[src/rtl/name_tx_pkg.sv]
// Shared constants for the name_tx character stream source: FSM encoding,
// default idle/delimiter characters and width helpers.
package name_tx_pkg;

  localparam logic [1:0] ST_IDLE  = 2'd0;
  localparam logic [1:0] ST_SEND  = 2'd1;
  localparam logic [1:0] ST_TRAIL = 2'd2;

  localparam logic [7:0] DEF_IDLE_CHAR  = 8'h20;
  localparam logic [7:0] DEF_DELIM_CHAR = 8'h2E;

  // count must hold the value DEPTH itself, hence DEPTH+1 codes
  function automatic int cnt_width(input int depth);
    return $clog2(depth + 1);
  endfunction

  function automatic int addr_width(input int depth);
    return (depth > 1) ? $clog2(depth) : 1;
  endfunction

endpackage

[src/rtl/name_tx_buf.sv]
// Character buffer for name_tx: DEPTH x 8 register file filled in order,
// with occupancy count, full flag, synchronous clear and a combinational read port.
module name_tx_buf
  import name_tx_pkg::*;
#(
  parameter int DEPTH = 16
) (
  input  logic                        clk,
  input  logic                        reset,
  input  logic                        clr,
  input  logic                        wr_en,
  input  logic [7:0]                  wr_data,
  input  logic [cnt_width(DEPTH)-1:0] rd_idx,
  output logic [7:0]                  rd_data,
  output logic                        full,
  output logic [cnt_width(DEPTH)-1:0] count
);

  localparam int CW = cnt_width(DEPTH);
  localparam int AW = addr_width(DEPTH);

  logic [7:0]    mem [DEPTH];
  logic [CW-1:0] count_reg;
  logic          wr_ok;

  assign full  = (count_reg == CW'(DEPTH));
  assign wr_ok = wr_en && !full && !clr;
  assign count = count_reg;

  always_ff @(posedge clk) begin
    if (reset || clr) begin
      count_reg <= '0;
    end else if (wr_ok) begin
      count_reg <= count_reg + CW'(1);
    end
  end

  // Storage carries no reset; only slots below count are ever read out.
  always_ff @(posedge clk) begin
    if (wr_ok) begin
      mem[count_reg[AW-1:0]] <= wr_data;
    end
  end

  assign rd_data = (rd_idx < CW'(DEPTH)) ? mem[rd_idx[AW-1:0]] : 8'h00;

endmodule

[src/rtl/name_tx.sv]
// name_tx: buffers a string, then emits it one character per clock on `name`.
// Define NAME_TX_DELIM_EN to append DELIM_CHAR after the last character.
module name_tx
  import name_tx_pkg::*;
#(
  parameter int         DEPTH      = 16,
  parameter logic [7:0] IDLE_CHAR  = DEF_IDLE_CHAR,
  parameter logic [7:0] DELIM_CHAR = DEF_DELIM_CHAR
) (
  input  logic                        clk,
  input  logic                        reset,
  input  logic                        wr_en,
  input  logic [7:0]                  wr_data,
  input  logic                        start,
  output logic [7:0]                  name,
  output logic                        name_valid,
  output logic                        busy,
  output logic                        done,
  output logic                        full,
  output logic [cnt_width(DEPTH)-1:0] count
);

  localparam int CW = cnt_width(DEPTH);

  logic [1:0]    state_reg, state_next;
  logic [CW-1:0] idx_reg, idx_next;
  logic [7:0]    name_reg, name_next;
  logic          name_valid_reg, name_valid_next;
  logic          busy_reg, busy_next;
  logic          done_reg, done_next;
  logic          end_seq;
  logic          launch;
  logic          buf_wr;
  logic [7:0]    rd_data;

  assign launch = (state_reg == ST_IDLE) && start && (count != '0);
  // A start that launches a stream takes precedence over a same-cycle write.
  assign buf_wr = (state_reg == ST_IDLE) && wr_en && !launch;

  name_tx_buf #(
    .DEPTH(DEPTH)
  ) u_buf (
    .clk    (clk),
    .reset  (reset),
    .clr    (end_seq),
    .wr_en  (buf_wr),
    .wr_data(wr_data),
    .rd_idx (idx_reg),
    .rd_data(rd_data),
    .full   (full),
    .count  (count)
  );

  always_comb begin
    state_next      = state_reg;
    idx_next        = idx_reg;
    name_next       = name_reg;
    name_valid_next = name_valid_reg;
    busy_next       = busy_reg;
    done_next       = 1'b0;
    end_seq         = 1'b0;

    case (state_reg)
      ST_IDLE: begin
        name_next       = IDLE_CHAR;
        name_valid_next = 1'b0;
        busy_next       = 1'b0;
        // idx rests at 0 in IDLE, so rd_data already presents slot 0
        if (launch) begin
          state_next      = ST_SEND;
          name_next       = rd_data;
          name_valid_next = 1'b1;
          busy_next       = 1'b1;
          idx_next        = CW'(1);
        end
      end
      ST_SEND: begin
        if (idx_reg < count) begin
          name_next = rd_data;
          idx_next  = idx_reg + CW'(1);
        end else begin
`ifdef NAME_TX_DELIM_EN
          state_next = ST_TRAIL;
          name_next  = DELIM_CHAR;
`else
          end_seq = 1'b1;
`endif
        end
      end
`ifdef NAME_TX_DELIM_EN
      ST_TRAIL: end_seq = 1'b1;
`endif
      default: end_seq = 1'b1;
    endcase

    if (end_seq) begin
      state_next      = ST_IDLE;
      idx_next        = '0;
      name_next       = IDLE_CHAR;
      name_valid_next = 1'b0;
      busy_next       = 1'b0;
      done_next       = 1'b1;
    end
  end

  always_ff @(posedge clk) begin
    if (reset) begin
      state_reg      <= ST_IDLE;
      idx_reg        <= '0;
      name_reg       <= IDLE_CHAR;
      name_valid_reg <= 1'b0;
      busy_reg       <= 1'b0;
      done_reg       <= 1'b0;
    end else begin
      state_reg      <= state_next;
      idx_reg        <= idx_next;
      name_reg       <= name_next;
      name_valid_reg <= name_valid_next;
      busy_reg       <= busy_next;
      done_reg       <= done_next;
    end
  end

  assign name       = name_reg;
  assign name_valid = name_valid_reg;
  assign busy       = busy_reg;
  assign done       = done_reg;

endmodule

[config.mk]
export PLATFORM = sky130hd
export DESIGN_NAME = name_tx
export DESIGN_NICKNAME = d
export VERILOG_FILES = /design/src/rtl/name_tx_pkg.sv /design/src/rtl/name_tx_buf.sv /design/src/rtl/name_tx.sv
export SDC_FILE = /design/constraint.sdc
export NUM_CORES = 1
export LEC_CHECK = 0
export BUFFER_PORTS_ARGS = -buffer_cell sky130_fd_sc_hd__buf_4
export CAP_MARGIN = 20
export CORE_MARGIN = 3
export CORE_UTILIZATION = 46
export DETAILED_ROUTE_END_ITERATION = 16
export PLACE_DENSITY_LB_ADDON = 0.05
export SKIP_LAST_GASP = 1
export SLEW_MARGIN = 20
export SYNTH_ARGS = -nofsm -noshare
export SYNTH_HDL_FRONTEND = slang
export SYNTH_SLANG_ARGS = --single-unit
export TNS_END_PERCENT = 100
[constraint.sdc]
create_clock -name clk -period 2.6 [get_ports clk]
set_input_delay 0 -clock clk [delete_from_list [all_inputs] [get_ports clk]]
set_output_delay 0 -clock clk [all_outputs]
set_load 0.05 [all_outputs]
==> flow_metrics.py, run 1 <==
metrics = {
    "run_status": {
        "status": "finished clean",
    },
    "clock_tree": {
        "cts_max_level": 4,
        "clockRootBuffer": "clkbuf_16",
        "post-cts-setup-buffer-count": 0,
        "clockBufferDepth": 2,
        "clkTransAtPathRegs_ps": 50,
        "clock_latency_ps": 410,
        "cts_buffers": 17,
        "clock_sinks": 153,
        "cts_tree": "built",
    },
    "floorplanning": {
        "start_util": 0.482,
        "die_h_um": 120,
        "core.rowCount": 40,
        "io_pins": 29,
        "fp.coreArea_um2": 12300,
        "die_w_um": 120,
        "dieArea_um2": 14300,
    },
    "sta": {
        "rsz0062_at_grt": "no",
        "tns_ps": 0,
        "period_minus_slack_ps": 2390,
        "tightest_slew_ps": 634,
        "max_freq_mhz": 418,
        "finalCritPeriodShare": 0.921,
        "fin_skew_ps": 5.85,
        "slew_headroom": 0.576,
        "hold_viol_final": 0,
        "setup_violations": 0,
        "slew_violations": 0,
    },
    "worst_setup_path": {
        "reg2reg_depth": 7,
        "start_kind": "register",
        "cp_top_family": "simple AND/OR/NAND/NOR gates",
        "crit_type": "register to register",
        "worstPathMaxFanout": 8,
        "rr_endpoint": "u_buf.mem[2][3]",
        "crit_arrival_ps": 2520,
        "r2r_setup_slack_ps": 210,
        "cpMaxStageDelayCell": "a211oi_4",
        "rr_startpoint": "u_buf.count[1]",
        "critical_path.max_stage_delay_ps": 470,
        "end_kind": "register",
        "path_buf_inv": 2,
        "worstPathRequired_ps": 2720,
        "path_cells": "inv_1 -> ha_1 -> or3b_4 -> a211oi_4 -> nand2_1 -> nor3_2 -> buf_4",
    },
    "yosys": {
        "synth_edf_count": 128,
        "synth-compound-area-share": 0.0551,
        "synthMuxAreaShare": 0.121,
        "synthesis.area_um2": 5930,
        "synth_cells": 327,
        "synth_top_family_by_area": "multiplexers",
        "syn_nets": 348,
        "yosys.area_share.simple": 0.0491,
        "yosys_warnings": 0,
        "synth_fa_ha_area_frac": 0.0190,
        "synth-seq-cells": 153,
        "synth-main-ff-cell": "edfxtp_1",
        "async_reset_ff_frac": 0,
        "synth_xor_area_frac": 0.00443,
        "ys_types": 41,
        "avgSynthCellArea_um2": 18.1,
        "yosysSeqAreaShare": 0.732,
    },
    "placement": {
        "post-place-cells": 529,
        "gp_congestion": 0.790,
        "io_buffers": 28,
        "dp_hpwl_um": 8080,
    },
    "pwr": {
        "p_clk_frac": 0.403,
        "p_leak_nw": 2.42,
        "seq_power_share": 0.481,
        "ir_drop_v": 0.000423,
        "p_switching_mw": 1.33,
        "pwr-share-comb": 0.116,
        "p_sw_frac": 0.228,
        "power_density_nw_per_um2": 815,
        "p_int_mw": 4.52,
    },
    "route": {
        "wl_met2_um": 5900,
        "drc": 0,
        "routed_via_density": 5.39,
        "wl_per_cell_um": 21.5,
        "top_layer": "met4",
        "first_pass_iters": 4,
        "ant_nets": 0,
        "wirelength_met1_um": 5480,
        "vias": 3075,
        "wl_met3_um": 782,
        "drtIter0Drc": 263,
        "wl_um": 12300,
    },
    "grt": {
        "antenna_found_initial": 0,
        "overflow": 0,
        "grt_pass1_vias": 3253,
        "grt_use_total": 0.186,
        "grt_pass1_wl_um": 19300,
        "grt_max_degree": 35,
    },
    "worst_hold_path": {
        "holdPathEnd": "u_buf.count[0]",
        "worstHoldPathType": "primary input to register",
        "min_path_cells": 5,
        "worstHoldStart": "wr_en",
    },
    "cells_and_area": {
        "final_cell_mix": "128 x edfxtp_1, 47 x buf_4, 31 x mux4_2, 22 x nor2_1, 22 x dfxtp_1",
        "drive_gt1_frac": 0.295,
        "largest_reg_flops": 128,
        "mostFrequentLayoutCell": "edfxtp_1",
        "syn_to_final_growth_pct": 21.0,
        "fin_nets": 411,
        "antenna_cells": 0,
        "fin_cells": 571,
        "fillers": 980,
    },
    "run": {
        "cap_violations": 0,
    },
}
==> worst register-to-register path, delay by kind of cell, from the launching register on <==
kind,cells,cell delay [ps]
flip-flops,1,340
adder cells (fa/ha/maj),1,190
AO/OA/AOI/OAI,1,470
buffers and inverters,2,310
AND/OR/NAND/NOR,3,790
==> layout make-up <==
cell class                 instances  area [um^2]  share of cell area
clock inverter                     7         62.6             0.00871
sequential                       153         4350               0.606
tap                              168          210              0.0293
clock buffer                      25          518              0.0722
multi-input combinational        148         1490               0.208
timing repair buffer              60          513              0.0715
inverter                          10         37.5             0.00523
==> routing by layer <==
layer,vias to the layer above,global-route usage
met5,-,0
met3,8,0.0485
met2,97,0.281
met1,1534,0.266
li1,1436,-
met4,0,0.0666
==> power by group through the flow <==
stage               Combinational [mW]  Clock (mW)  Sequential, mW
detailed placement               0.676           0            2.87
finish                           0.682        2.36            2.81
floorplan                        0.401           0            2.90
CTS                              0.691        2.42            2.82
global placement                 0.681           0            2.86
global route                     0.735        2.50            2.83
==> logic make-up (layout without fill, tap and decap cells) <==
group | after synthesis | in the layout
AO/OA/AOI/OAI | 47 | 47
XOR/XNOR | 3 | 3
AND/OR/NAND/NOR | 56 | 56
flip-flops | 153 | 153
multiplexers | 33 | 33
buffers and inverters | 26 | 102
adder cells (fa/ha/maj) | 9 | 9
==> repair_timing <==
action / CTS / global route
endpoints found under the hold margin: 140 / 0
hold buffers: 10 / 0
resized for setup: 0 / 0
==> worst max-delay path by stage <==
stage / from / end / slack [ps] / depth (start not counted)
after detailed placement: u_buf.count[1] / u_buf.mem[2][6] / 210 / 7
after global routing: u_buf.count[1] / u_buf.mem[10][2] / 70 / 7
after floorplan: u_buf.count[0] / u_buf.mem[6][0] / 20 / 6
after CTS: u_buf.count[1] / u_buf.mem[2][7] / 210 / 7
final: u_buf.count[1] / u_buf.mem[2][3] / 210 / 7
after global placement: u_buf.count[1] / u_buf.mem[6][7] / 270 / 7
==> cells in the mapped netlist, types with 2 or more instances <==
cell type / number / share of area
mux4_2: 31 / 0.12
o41ai_1: 3 / 0.0044
clkbuf_1: 10 / 0.0063
nor3_1: 5 / 0.0042
and3_1: 2 / 0.0021
mux2i_1: 2 / 0.0034
nor2_1: 22 / 0.014
inv_1: 10 / 0.0063
o21a_1: 2 / 0.0025
a21oi_1: 13 / 0.011
nand3_1: 3 / 0.0025
nand2b_1: 2 / 0.0021
o21ai_0: 5 / 0.0042
buf_2: 3 / 0.0025
nor2b_1: 3 / 0.0032
dfxtp_1: 25 / 0.084
nor4b_1: 3 / 0.0044
nand2_1: 7 / 0.0044
a31oi_1: 2 / 0.0021
edfxtp_1: 128 / 0.65
a22oi_1: 14 / 0.018
nor4_1: 3 / 0.0032
xnor2_1: 3 / 0.0044
ha_1: 9 / 0.019
==> metrics by stage <==
step                hold slack [ps]  setup WS, ps  power (mW)  instance area, um^2  utilization
finish                          151           206        5.85                 7180        0.583
global route                    159          74.6        6.06                 7180        0.583
CTS                             120           206        5.92                 7180        0.583
detailed placement              284           215        3.54                 6500        0.528
global placement                281           270        3.54                 6500        0.528
floorplan                      98.9          19.8        3.30                 5950            -
No activity file was read; power rests on OpenSTA's default activity.
==> run 2: changes to the inputs <==
Settings changed: ABC_AREA set to 1, CORE_MARGIN 3 to 2.
==> flow_metrics.py, run 2 <==
metrics = {
    "run_status": {
        "status": "finished clean",
    },
    "yosys": {
        "synthesis.area_um2": 6410,
        "synth_top_area_share": 0.600,
        "syn_nets": 623,
        "yosys_warnings": 0,
        "avgSynthCellArea_um2": 10.6,
        "synth.top_cells.by_count": "180 x nand2_1, 128 x edfxtp_1, 93 x nand3_1",
        "synth_top_area_cell": "edfxtp_1",
        "yosysSeqAreaShare": 0.678,
        "ys_types": 29,
        "synth_cells": 602,
        "synth_edf_count": 128,
        "async_reset_ff_frac": 0,
        "synth-seq-cells": 153,
        "yosysMostFrequentCell": "nand2_1",
        "synth_area_leaders": "edfxtp_1 60%, nand2_1 11%, dfxtp_1 7.8%, nand3_1 7.3%, nor2_1 2.6%",
        "synth-main-ff-cell": "edfxtp_1",
    },
    "sta": {
        "max_freq_mhz": 474,
        "finalWorstSetupSlack_ps": 490,
        "period_minus_slack_ps": 2110,
        "slew_violations": 0,
        "fin_skew_ps": 3.34,
        "slew_headroom": 0.601,
        "tightest_slew_ps": 598,
        "setup_violations": 0,
        "rsz0062_at_grt": "no",
        "tns_ps": 0,
        "finalCritPeriodShare": 0.812,
        "hold_viol_final": 0,
        "timing.hold.ws_ps": 122,
    },
    "cells_and_area": {
        "antenna_cells": 0,
        "drive_gt1_frac": 0.148,
        "syn_to_final_growth_pct": 19.8,
        "fin_nets": 677,
        "fillers": 1204,
        "largest_reg_flops": 128,
        "final_cell_mix": "180 x nand2_1, 128 x edfxtp_1, 93 x nand3_1, 50 x buf_4, 45 x nor2_1",
        "mostFrequentLayoutCell": "nand2_1",
        "multi_input_area_um2": 1750,
        "seq_area_um2": 4350,
        "fin_cells": 849,
    },
    "worst_setup_path": {
        "rr_endpoint": "name[5]",
        "crit_arrival_ps": 2420,
        "cp-startpoint": "u_buf.count[2]",
        "crit_type": "register to register",
        "path_cells": "inv_1 -> ha_1 -> nand2_1 -> nand2_1 -> nand2_1 -> nand3_1 -> nand2_1 -> nand2_1 -> a21oi_1 -> nand2_1",
        "path_depth": 10,
        "rr_startpoint": "u_buf.count[2]",
        "start_kind": "register",
        "worstPathMaxFanout": 12,
        "cpMostUsedCell": "nand2_1",
        "worstPathRequired_ps": 2910,
        "end_kind": "register",
        "cp_top_family": "simple AND/OR/NAND/NOR gates",
        "path_buf_inv": 1,
        "critical_path.max_stage_delay_ps": 520,
        "crit_path_end": "name[5]",
        "reg2reg_depth": 10,
        "cpMaxStageDelayCell": "dfxtp_1",
        "r2r_setup_slack_ps": 490,
    },
    "route": {
        "drtIter0Drc": 406,
        "ant_nets": 0,
        "routed_via_density": 5.23,
        "vias": 4441,
        "drc": 0,
        "wl_per_cell_um": 18.1,
        "wl_um": 15300,
        "first_pass_iters": 5,
    },
    "placement": {
        "post-place-cells": 807,
        "gp_congestion": 0.829,
        "dp_hpwl_um": 9550,
        "io_buffers": 28,
        "place_ws_ps": 493,
    },
    "floorplanning": {
        "start_util": 0.467,
        "die_w_um": 122,
        "io_pins": 29,
        "core.rowCount": 43,
        "dieArea_um2": 14900,
        "die_h_um": 122,
        "fp.coreArea_um2": 13700,
    },
    "clock_tree": {
        "cts-resized-gates": 0,
        "cts_tree": "built",
        "clockBufferDepth": 2,
        "clock_latency_ps": 420,
        "clockRootBuffer": "clkbuf_16",
        "clkTransAtPathRegs_ps": 60,
        "cts_max_level": 4,
        "clock_sinks": 153,
        "cts_buffers": 17,
    },
    "pwr": {
        "power_density_nw_per_um2": 810,
        "p_leak_nw": 3.02,
        "ir_drop_v": 0.000501,
    },
    "grt": {
        "grt_pass1_wl_um": 23800,
        "antenna_found_initial": 0,
        "grt_use_total": 0.220,
        "grt_max_degree": 74,
        "grt_pass1_vias": 4226,
        "overflow": 0,
    },
    "worst_hold_path": {
        "worstHoldPathType": "primary input to register",
    },
    "run": {
        "cap_violations": 0,
    },
}
-- run 2: cell types whose count changed in the layout (fill, tap and decap cells not counted), moves of 12 or more --
cell / delta
nor2_1: +23
a22oi_1: -14
inv_1: +31
mux4_2: -31
nand3_1: +90
nand2_1: +173
o21ai_0: +12
-- run 2: metal layers --
metal	vias to the layer above	routed length, um	track usage
met2	151	6940	0.323
li1	2139	-	-
met1	2123	7070	0.315
met5	-	0	0
met4	0	415	0.101
met3	28	905	0.0445
-- run 2: worst reg2reg max path: cells and delay by family (launching register included) --
family | cells | cell delay [ps]
compound gates | 1 | 250
simple gates | 7 | 760
fa+ha+maj | 1 | 330
flops | 1 | 520
buf+inv | 1 | 130
-- run 2: what timing repair did --
| action | 4_1_cts | 5_1_grt |
|---|---|---|
| hold endpoints to repair | 131 | 0 |
| hold buffers | 10 | 0 |
| setup buffers | 0 | 0 |
-- run 2: report_power, final --
group	switching [mW]	internal, mW	total [mW]	leakage, nW
sequential	0.0319	2.72	2.75	1.36
combinational	0.470	0.202	0.672	1.33
clock	0.950	1.84	2.79	0.333
-- run 2: how the worst min path moves through the flow --
| stage | start | cells after the start | end |
|---|---|---|---|
| final | wr_en | 6 | u_buf.count[4] |
| after global routing | wr_en | 6 | u_buf.count[4] |
| after CTS | wr_en | 6 | u_buf.count[4] |
| after detailed placement | reset | 2 | done |
| after global placement | reset | 2 | done |
| after floorplan | reset | 1 | done |
-- run 2: final cells by class --
type | count | area share
Clock inverter | 13 | 0.0288
Clock buffer | 19 | 0.0590
Inverter | 43 | 0.0217
Sequential cell | 153 | 0.566
Tap cell | 180 | 0.0293
Timing Repair Buffer | 62 | 0.0671
Multi-Input combinational cell | 379 | 0.228
-- run 2: through the flow --
| step | power, mW | instance area [um^2] | util |
|---|---|---|---|
| 6_report | 6.22 | 7680 | 0.560 |
| 5_1_grt | 6.44 | 7680 | 0.560 |
| 4_1_cts | 6.27 | 7680 | 0.560 |
| 3_5_place_dp | 3.47 | 6900 | 0.503 |
| 3_3_place_gp | 3.46 | 6900 | 0.503 |
| 2_1_floorplan | 3.24 | 6410 | - |
-- run 2: logic make-up after synthesis --
family / share of synthesized area
flops: 0.678
xor+xnor: 0.00410
compound gates: 0.0275
simple gates: 0.224
fa+ha+maj: 0.0176
buf+inv: 0.0492
==> run 3: changes to the inputs <==
Clock period 2.6 ns to 1.9 ns, I/O delays scaled along.
==> flow_metrics.py, run 3 (synthesis results as in run 2) <==
metrics = {
    "pwr": {
        "p_leak_nw": 2.99,
        "p_switching_mw": 2.03,
        "p_clk_frac": 0.407,
        "ir_drop_v": 0.000608,
        "p_int_mw": 6.01,
        "p_sw_frac": 0.252,
        "seq_power_share": 0.468,
        "pwr-share-comb": 0.125,
        "power_density_nw_per_um2": 1040,
    },
    "grt": {
        "met3_usage": 0.0492,
        "antenna_found_initial": 0,
        "grt-busiest-layer": "met2",
        "grt_util_met1": 0.311,
        "grt_pass1_wl_um": 24400,
        "grt_use_met2": 0.369,
        "grt_use_total": 0.228,
        "grt_pass1_vias": 4352,
        "grt_max_degree": 41,
        "overflow": 0,
    },
    "route": {
        "wl_um": 15700,
        "vias": 4451,
        "wl_per_cell_um": 18.5,
        "drc": 0,
        "ant_nets": 0,
        "routed_via_density": 5.24,
        "drtIter0Drc": 374,
        "first_pass_iters": 5,
    },
    "cells_and_area": {
        "utilization": 0.562,
        "drive_gt1_frac": 0.176,
        "largest_reg_flops": 128,
        "final_cell_mix": "178 x nand2_1, 128 x edfxtp_1, 93 x nand3_1, 48 x buf_4, 41 x inv_1",
        "fin_nets": 677,
        "antenna_cells": 0,
        "fin_cells": 849,
        "syn_to_final_growth_pct": 20.3,
        "mostFrequentLayoutCell": "nand2_1",
    },
    "clock_tree": {
        "clock_sinks": 153,
        "cts_max_level": 4,
        "cts_buffers": 17,
        "clockBufferDepth": 2,
        "clockRootBuffer": "clkbuf_16",
        "post-cts-setup-buffer-count": 0,
        "cts_tree": "built",
        "clock_latency_ps": 420,
        "clkTransAtPathRegs_ps": 60,
    },
    "sta": {
        "fin_skew_ps": 7.08,
        "slew_violations": 0,
        "hold_viol_final": 0,
        "finalCritPeriodShare": 0.942,
        "tightest_slew_ps": 574,
        "rsz0062_at_grt": "yes",
        "max_freq_mhz": 559,
        "period_minus_slack_ps": 1790,
        "setup_violations": 0,
        "slew_headroom": 0.617,
        "finalWorstSetupSlack_ps": 110,
    },
    "placement": {
        "dp_hpwl_um": 10300,
        "io_buffers": 28,
        "place_ws_ps": 12.0,
        "post-place-cells": 807,
        "gp_congestion": 0.899,
    },
    "worst_setup_path": {
        "path_buf_inv": 2,
        "worstPathMaxFanout": 8,
        "crit_type": "register to register",
        "cpMaxStageDelayCell": "dfxtp_4",
        "path_depth": 8,
        "crit_arrival_ps": 1890,
        "end_kind": "register",
        "cp_top_family": "simple AND/OR/NAND/NOR gates",
        "start_kind": "register",
        "worstPathRequired_ps": 2000,
        "path_cells": "inv_1 -> ha_2 -> nand3_2 -> nand2_2 -> nand3_4 -> inv_6 -> nand2_4 -> nor2_4",
        "critical_path.max_stage_delay_ps": 340,
        "reg2reg_depth": 8,
    },
    "floorplanning": {
        "die_h_um": 122,
        "fp.coreArea_um2": 13700,
        "dieArea_um2": 14900,
        "core.rowCount": 43,
        "io_pins": 29,
        "die_w_um": 122,
        "start_util": 0.467,
    },
    "worst_hold_path": {
        "min_path_cells": 7,
        "worstHoldPathType": "primary input to register",
    },
    "run_status": {
        "status": "finished clean",
    },
    "run": {
        "cap_violations": 0,
    },
}
[run 3: cell types whose count changed in the layout (fill, tap and decap cells not counted), moves of 3 or more]
| cell | previous run | this run |
|---|---|---|
| dfxtp_1 | 24 | 19 |
| nor3_2 | 0 | 3 |
| dfxtp_2 | 1 | 4 |
| clkbuf_1 | 0 | 4 |
| bufinv_16 | 6 | 1 |
| nor2_4 | 1 | 10 |
| nor3_1 | 3 | 0 |
| nor2_1 | 45 | 34 |
[run 3: area by class of cell]
| class | count | area (um^2) |
|---|---|---|
| clock buffer | 24 | 504 |
| fill | 1210 | 6010 |
| multi-input combinational | 379 | 1860 |
| timing repair buffer | 62 | 532 |
| inverter | 43 | 166 |
| clock inverter | 8 | 68.8 |
| tap | 180 | 225 |
| sequential | 153 | 4360 |
[run 3: stage by stage]
| step | TNS (ps) | cell area (um^2) | total power [mW] | hold slack [ps] |
|---|---|---|---|---|
| after floorplan | 0 | 6500 | 4.45 | 72.4 |
| after global placement | 0 | 7010 | 4.80 | 200 |
| after detailed placement | 0 | 7010 | 4.81 | 185 |
| after CTS | 0 | 7680 | 8.05 | 74.1 |
| after global routing | -291 | 7710 | 8.30 | 110 |
| final | 0 | 7710 | 8.03 | 90.8 |
[run 3: routing by layer]
layer  part of all wire  vias to the layer above
li1                   -                     2142
met1               0.45                     2156
met2               0.49                      141
met3              0.055                       12
met4              0.011                        0
met5                  0                        -
[run 3: worst min-delay path, delay by kind of cell]
kind / cells / cell delay (ps)
compound gates: 1 / 50
buf+inv: 3 / 200
simple gates: 3 / 220
[run 3: final timing paths]
check | end | startpoint | slack [ps]
worst max-delay path | u_buf.mem[5][7] | u_buf.count[0] | 110
worst min-delay path | u_buf.count[1] | wr_en | 90
worst max register to register | u_buf.mem[5][7] | u_buf.count[0] | 110
worst min register to register | busy | busy | 500
[run 3: what timing repair did]
| item | CTS | global route |
|---|---|---|
| hold buffers | 10 | 0 |
| endpoints found under the hold margin | 131 | 0 |
| endpoints found under the setup margin | 0 | 99 |
| resized for setup | 0 | 8 |
[run 3: power groups by stage]
stage          registers [mW]  clock network (mW)  logic, mW
3_3_place_gp             3.83                   0      0.972
5_1_grt                  3.77                3.43       1.11
3_5_place_dp             3.83                   0      0.976
2_1_floorplan            3.92                   0      0.524
6_report                 3.76                3.27       1.00
4_1_cts                  3.76                3.29      0.997
